<file path="src/rtl/parking_controller.sv">
// Entry/exit sequencer for an 8-space lot: allocates spaces, issues XOR tokens,
// decrypts exit tokens and arbitrates simultaneous requests with a toggling priority bit.
module parking_controller #(
    parameter logic [2:0] DEFAULT_PATTERN = 3'b101
) (
    input  logic       clk,
    input  logic       reset,
    input  logic       pattern_load,
    input  logic [2:0] pattern_in,
    input  logic       enter_req,
    input  logic       exit_req,
    input  logic [2:0] exit_token,
    output logic       enter_ack,
    output logic       enter_reject,
    output logic [2:0] token_out,
    output logic       exit_ack,
    output logic       exit_ok,
    output logic [2:0] park_number,
    output logic [7:0] occupied,
    output logic [3:0] count,
    output logic       full
);

    typedef enum logic [2:0] {
        StIdle,
        StEntrySel,
        StEntryAck,
        StExitDec,
        StExitAck,
        StWaitRel
    } state_e;

    state_e     state_q;
    logic       prio_q;
    logic       serving_exit_q;
    logic [2:0] pattern_q;
    logic [2:0] free_idx;

    // Lowest-index free space; scanning downwards lets the lowest index win.
    always_comb begin
        free_idx = 3'd0;
        for (int i = 7; i >= 0; i--) begin
            if (!occupied[i]) free_idx = 3'(i);
        end
    end

    assign full = (count == 4'd8);

    always_ff @(posedge clk) begin
        if (reset) begin
            state_q        <= StIdle;
            prio_q         <= 1'b0;
            serving_exit_q <= 1'b0;
            pattern_q      <= DEFAULT_PATTERN;
            occupied       <= 8'h00;
            count          <= 4'd0;
            token_out      <= 3'd0;
            park_number    <= 3'd0;
            enter_ack      <= 1'b0;
            enter_reject   <= 1'b0;
            exit_ack       <= 1'b0;
            exit_ok        <= 1'b0;
        end else begin
            enter_ack    <= 1'b0;
            enter_reject <= 1'b0;
            exit_ack     <= 1'b0;
            exit_ok      <= 1'b0;
            unique case (state_q)
                StIdle: begin
                    // Reloading with spaces occupied would orphan outstanding tokens.
                    if (pattern_load && count == 4'd0) pattern_q <= pattern_in;
                    if (enter_req && exit_req) begin
                        prio_q         <= ~prio_q;
                        serving_exit_q <= ~prio_q;
                        state_q        <= prio_q ? StEntrySel : StExitDec;
                    end else if (enter_req) begin
                        serving_exit_q <= 1'b0;
                        state_q        <= StEntrySel;
                    end else if (exit_req) begin
                        serving_exit_q <= 1'b1;
                        state_q        <= StExitDec;
                    end
                end
                StEntrySel: begin
                    if (!full) park_number <= free_idx;
                    state_q <= StEntryAck;
                end
                StEntryAck: begin
                    if (!full) begin
                        enter_ack             <= 1'b1;
                        token_out             <= park_number ^ pattern_q;
                        occupied[park_number] <= 1'b1;
                        count                 <= count + 4'd1;
                    end else begin
                        enter_reject <= 1'b1;
                    end
                    state_q <= StWaitRel;
                end
                StExitDec: begin
                    park_number <= exit_token ^ pattern_q;
                    state_q     <= StExitAck;
                end
                StExitAck: begin
                    exit_ack <= 1'b1;
                    if (occupied[park_number]) begin
                        exit_ok               <= 1'b1;
                        occupied[park_number] <= 1'b0;
                        count                 <= count - 4'd1;
                    end
                    state_q <= StWaitRel;
                end
                StWaitRel: begin
                    if (serving_exit_q ? !exit_req : !enter_req) state_q <= StIdle;
                end
                default: state_q <= StIdle;
            endcase
        end
    end

endmodule

</file>
<file path="config.mk">
export PLATFORM = sky130hd
export DESIGN_NAME = parking_controller
export DESIGN_NICKNAME = d
export VERILOG_FILES = /design/src/rtl/parking_controller.sv
export SDC_FILE = /design/constraint.sdc
export NUM_CORES = 1
export LEC_CHECK = 0
export CORE_ASPECT_RATIO = 1.1
export CORE_MARGIN = 2
export CORE_UTILIZATION = 39
export CTS_CLUSTER_DIAMETER = 40
export DETAILED_ROUTE_END_ITERATION = 16
export SLEW_MARGIN = 20
export SYNTH_ARGS = -nofsm -noshare
export SYNTH_HDL_FRONTEND = slang
export SYNTH_SLANG_ARGS = --single-unit
</file>
<file path="constraint.sdc">
create_clock -name clk -period 2.75 [get_ports clk]
set_input_delay 0.275 -clock clk [delete_from_list [all_inputs] [get_ports clk]]
set_output_delay 0.275 -clock clk [all_outputs]
set_load 0.02 [all_outputs]
</file>
# Word-level counts from Yosys, hierarchy flattened
# Index checks and enable logic that the tools add are counted.
# totals
output_inout_bits	23
regBits	30
# op_classes
magnitude_cmp	2
n_mux	34
n_reduce_logical	20
eq_ne	11
bitwise_logic	9
add_sub_neg	2
# op_table
operator	n
$mux 3	13
$mux 8	2
$pmux 8 s2	1
$pmux 3 s5	1
$reduce_and 2->1	6
$mux 1	10
$and 8x8->8	1
$mux 4	2
$ne 2x2->1 const B	4
$not 8->8	1
$or 8x8->8	1
$pmux 4 s2	1
$eq 3x2->1 const B	2
$eq 3x3->1 const B	2
$pmux 3 s2	1
$reduce_or 2->1	3
$xor 3x3->3	2
$add 4x1->4 const B	1
$eq 4x4->1 const B	1
$logic_not 4->1	1
$lt 3x4->1 const B	1
$ne 4x4->1 const B	1
$not 1->1	4
$reduce_bool 2->1	2
other kinds (11)	14

# Longest topological paths before layout
# Gate-level depths: netlist of the first run.
# depth
word_depth	10
mapped_depth	10
ltp_nobuf	7

# Worst setup path after synthesis of the first run
# Ideal clock, no wire load.
# synth_path
path_kind	reg2reg
start	reg state_q[2]
end	reg count[2]
path_stages_with_launch	11
arrival_ps	2317
period_less_slack_ps	2381
setup_time_ps	64
path_buffers	3
slack_ps	369
path_cell_list	dfxtp_1 > buf_2 > or3b_2 > clkbuf_1 > clkbuf_1 > xnor2_1 > ha_1 > nor2_1 > mux2i_1 > or4_1 > nand4_1
# synth_via
elab_chain_cells	3
word_cells_on_any_way	7
cone_classes	eq/ne (4); mux (1); reduce/logical (2)
# synth_rtl
item	line_no	source
start, declared	33	state_e state_q;
start signal, assigned	51	state_q <= StIdle;
start signal, assigned	75	state_q <= prio_q ? StEntrySel : StExitDec;
start signal, assigned	78	state_q <= StEntrySel;
$eq 3x3->1 or $eq 3x2->1 (tied branches)	68	unique case (state_q)
$ne 2x2->1 (no source line) or $reduce_bool 2->1 (tied branches)	n/a	
$reduce_and 3->1 (no source line)	n/a	
end signal, assigned	93	count <= count + 4'd1;
end signal, assigned	108	count <= count - 4'd1;
end, declared	20	output logic [3:0] count,
# Parallel ways exist; a longest one is shown, timed or not.
# A chain may end at the register's enable or synchronous reset.

# Worst setup path after layout of the first run
# layout_path
start	reg count[0]
end	out full
# layout_via
elab_chain_cells	1
# layout_rtl
item	line_no	source
$eq 4x4->1	47	assign full = (count == 4'd8);
end, declared	21	output logic full
# Every way passes these cells.

==> results of run 1 <==
==> cell families (layout without fill, tap and decap cells) <==
logic type	count (synthesis)	in the layout	share of synthesized area
adder cells (fa/ha/maj)	1	1	0.00782
AND/OR/NAND/NOR	64	64	0.217
buffers and inverters	22	51	0.0657
XOR/XNOR	8	8	0.0438
flip-flops	30	30	0.376
multiplexers	15	15	0.102
AO/OA/AOI/OAI	43	43	0.189
==> tightest hold or removal path, delay by kind of cell, from the launching register on <==
family	cells	cell delay [ps]
simple gates	1	90
compound gates	1	50
flops	1	310
==> worst paths after layout <==
path / from / endpoint / cells after the start
worst max-delay path: count[0] / full / 3
worst min-delay path: token_out[0] / token_out[0] / 2
worst max register to register: state_q[2] / count[2] / 7
worst min register to register: token_out[0] / token_out[0] / 2
==> cells in the final DEF (no fill, tap or decap), drive strengths merged, types with 2 or more instances in the layout <==
cell            n
nor2           16
buf             3
dfxtp          30
or4             2
a211oi          8
xnor2           7
nand2b          2
and4            2
inv             7
and3            3
nand3           3
nand4           3
a31oi           6
a311oi          5
o311ai          2
a22oi           2
a21oi           7
or3b            2
mux2i          14
clkdlybuf4s50  33
nand2           9
nor3           13
o21ai           4
o211ai          3
clkbuf          8
nor2b           4
==> power groups by stage <==
stage	sequential, W	combinational (W)	clock (W)
after floorplan	0.000626	0.000323	0
after global placement	0.000620	0.000501	0
after detailed placement	0.000620	0.000513	0
after CTS	0.000614	0.000518	0.000426
after global routing	0.000630	0.000562	0.000456
final	0.000615	0.000514	0.000420
==> per-layer routing <==
layer | part of all wire | wire [um]
met5 | 0 | 0
met4 | 0.016 | 65
met3 | 0.044 | 183
met2 | 0.49 | 2050
met1 | 0.45 | 1880
==> area by class of cell <==
type,instances,area share
tap,52,0.0318
clock buffer,8,0.0538
inverter,7,0.0128
timing repair buffer,36,0.172
multi-input combinational,131,0.436
sequential,30,0.293
==> metrics by stage <==
step / hold WS, ps / total power, W / utilization / instance area (um2) / setup slack [ps]
2_1_floorplan: 400 / 0.000949 / - / 1600 / 369
3_3_place_gp: 488 / 0.00112 / 0.489 / 1940 / 455
3_5_place_dp: 498 / 0.00113 / 0.489 / 1940 / 333
4_1_cts: 507 / 0.00156 / 0.517 / 2050 / 303
5_1_grt: 540 / 0.00165 / 0.517 / 2050 / 168
6_report: 498 / 0.00155 / 0.517 / 2050 / 325
==> out/results.tsv, run 1 <==
metric	value	unit
globalRouteMet3Util	0.0525	
final_cell_count_no_fill	264	
routability_driven_placement_congestion_ratio	0.815	
postRouteWirelength	4.17	mm
firstDrtPassIters	4	
routing_usage_on_met1	0.254	
met2_usage	0.330	
post-route-period-util	0.882	
ctsHoldBuffers	0	
synth_fp_nets	195	
tns	0	ps
finalHoldViolCount	0	
cp_data_required_time	2480	ps
antenna_violations_before_repair	0	
syn-instance-count	183	
max_freq	412	MHz
pwr-share-comb	0.332	
slowest_delay	660	ps
cts_setup_buffers	0	
r2r_slack	340	ps
clkLatencyLatePin	280	ps
area_overhead_of_the_layout_relative_to_synthesis	28.1	%
num-fill-cells	384	
rsz_0062_raised_after_global_routing	false	
worst-setup-path-type	flop to output port	
netlist_top_cells_count	sky130_fd_sc_hd__dfxtp_1, sky130_fd_sc_hd__nor2_1, sky130_fd_sc_hd__mux2i_1	
drt_first_iter_violations	87	
relSlewSlack	0.548	
post_synth_instance_area	1600	um2
skew	4.56	ps
layer_with_the_highest_usage	met2	
worstPathCellList	or4b_4 -> inv_1 -> clkdlybuf4s50_1	
dominantRegCellSynth	sky130_fd_sc_hd__dfxtp_1	
tightestPinTransition	661	ps
ys_async_sr_fraction	0	
setup.worst_path.end_class	output port	
power_density	756	nW/um2
ys_seq_elements	30	
die_height	71.2	um
port-buffer-count	33	
synth.avg_cell_area	8.74	um2
global_route.usage.total	0.199	
startpoint_type	flop	
clock_tree.root_cell	sky130_fd_sc_hd__clkbuf_8	
yosysSeqAreaShare	0.376	
slew_violations	0	
post_drt_via_cell_ratio	5.79	
synth_area_leaders	sky130_fd_sc_hd__dfxtp_1, sky130_fd_sc_hd__mux2i_1, sky130_fd_sc_hd__xnor2_1	
tritoncts.num_buffers	5	
critical_path.n_buffers_inverters	2	
cp_slowest_cell	sky130_fd_sc_hd__clkdlybuf4s50_1	
clock_tree_from_tritoncts	yes	
synth.lib_cells_used.distinct	43	
synth_top_area_share	0.376	
grt_pass1_vias	1491	
drv_cap	0	
overflow	0	
yosys_warning_total	0	
antenna_cells	0	
worstPathMaxFanout	9	
seq_area	601	um2
die_w	65.1	um
initial_utilization	0.403	
post_cts_sizing	0	
post-synth-top-count-cell	sky130_fd_sc_hd__dfxtp_1	
htree_num_levels	2	
grt_start_max_net_pins	18	
via_count_of_the_routed_design	1529	
min_clock_period_post_route	2420	ps
std_cell_rows	24	
multi_input_comb_area	893	um2
post-synth-top-area-cell	sky130_fd_sc_hd__dfxtp_1	
first_pass_grt_wire_length	7.07	mm
crit_arrival	2150	ps
ir_worst_vdd	441	uV
num_io_pins	34	
place.detailed.hpwl	3.01	mm
path_clk_slew	70	ps
status	complete, no violations	
power.share.sequential	0.397	
place.detailed.instances	256	
die_area	4630	um2
cts.path.max_buffers	2	
power_frac_clock	0.271	
hold_path_class	flop to flop	
switching_share	0.356	
drt.antenna.violating_nets	0	
total_leakage_power	0.727	nW
core-area	3960	um2
final_layout_size_suffix_gt1_frac	0.0802	
worst_path_dominant_cell_family	buffers and inverters	
number_of_synthesized_flops_with_an_enable_pin	0	
clock_sink_count	30	
power.switching	0.000551	W
setup_violations	0	
p_int	0.000998	W
drcViolationCount	0	
finish.net_count	223	
wl_per_cell	15.8	um
(Power assumes the default switching activity.)
==> inputs of run 2 (changes only) <==
--- a/config.mk
+++ b/config.mk
@@ -5,11 +5,13 @@
 export SDC_FILE = /design/constraint.sdc
 export NUM_CORES = 1
 export LEC_CHECK = 0
+export CAP_MARGIN = 0
 export CORE_ASPECT_RATIO = 1.1
 export CORE_MARGIN = 2
 export CORE_UTILIZATION = 39
 export CTS_CLUSTER_DIAMETER = 40
 export DETAILED_ROUTE_END_ITERATION = 16
+export HOLD_SLACK_MARGIN = 0.15
 export SLEW_MARGIN = 20
 export SYNTH_ARGS = -nofsm -noshare
 export SYNTH_HDL_FRONTEND = slang
==> results of run 2 <==
Final layout, timing and power as in run 1 (identical DEF).
==> inputs of run 3 (changes only) <==
--- a/config.mk
+++ b/config.mk
@@ -9,9 +9,10 @@
 export CORE_ASPECT_RATIO = 1.1
 export CORE_MARGIN = 2
 export CORE_UTILIZATION = 39
-export CTS_CLUSTER_DIAMETER = 40
+export CTS_CLUSTER_DIAMETER = 50
 export DETAILED_ROUTE_END_ITERATION = 16
 export HOLD_SLACK_MARGIN = 0.15
+export SKIP_LAST_GASP = 1
 export SLEW_MARGIN = 20
 export SYNTH_ARGS = -nofsm -noshare
 export SYNTH_HDL_FRONTEND = slang
==> results of run 3 <==
Final layout, timing and power as in run 1 (identical DEF).
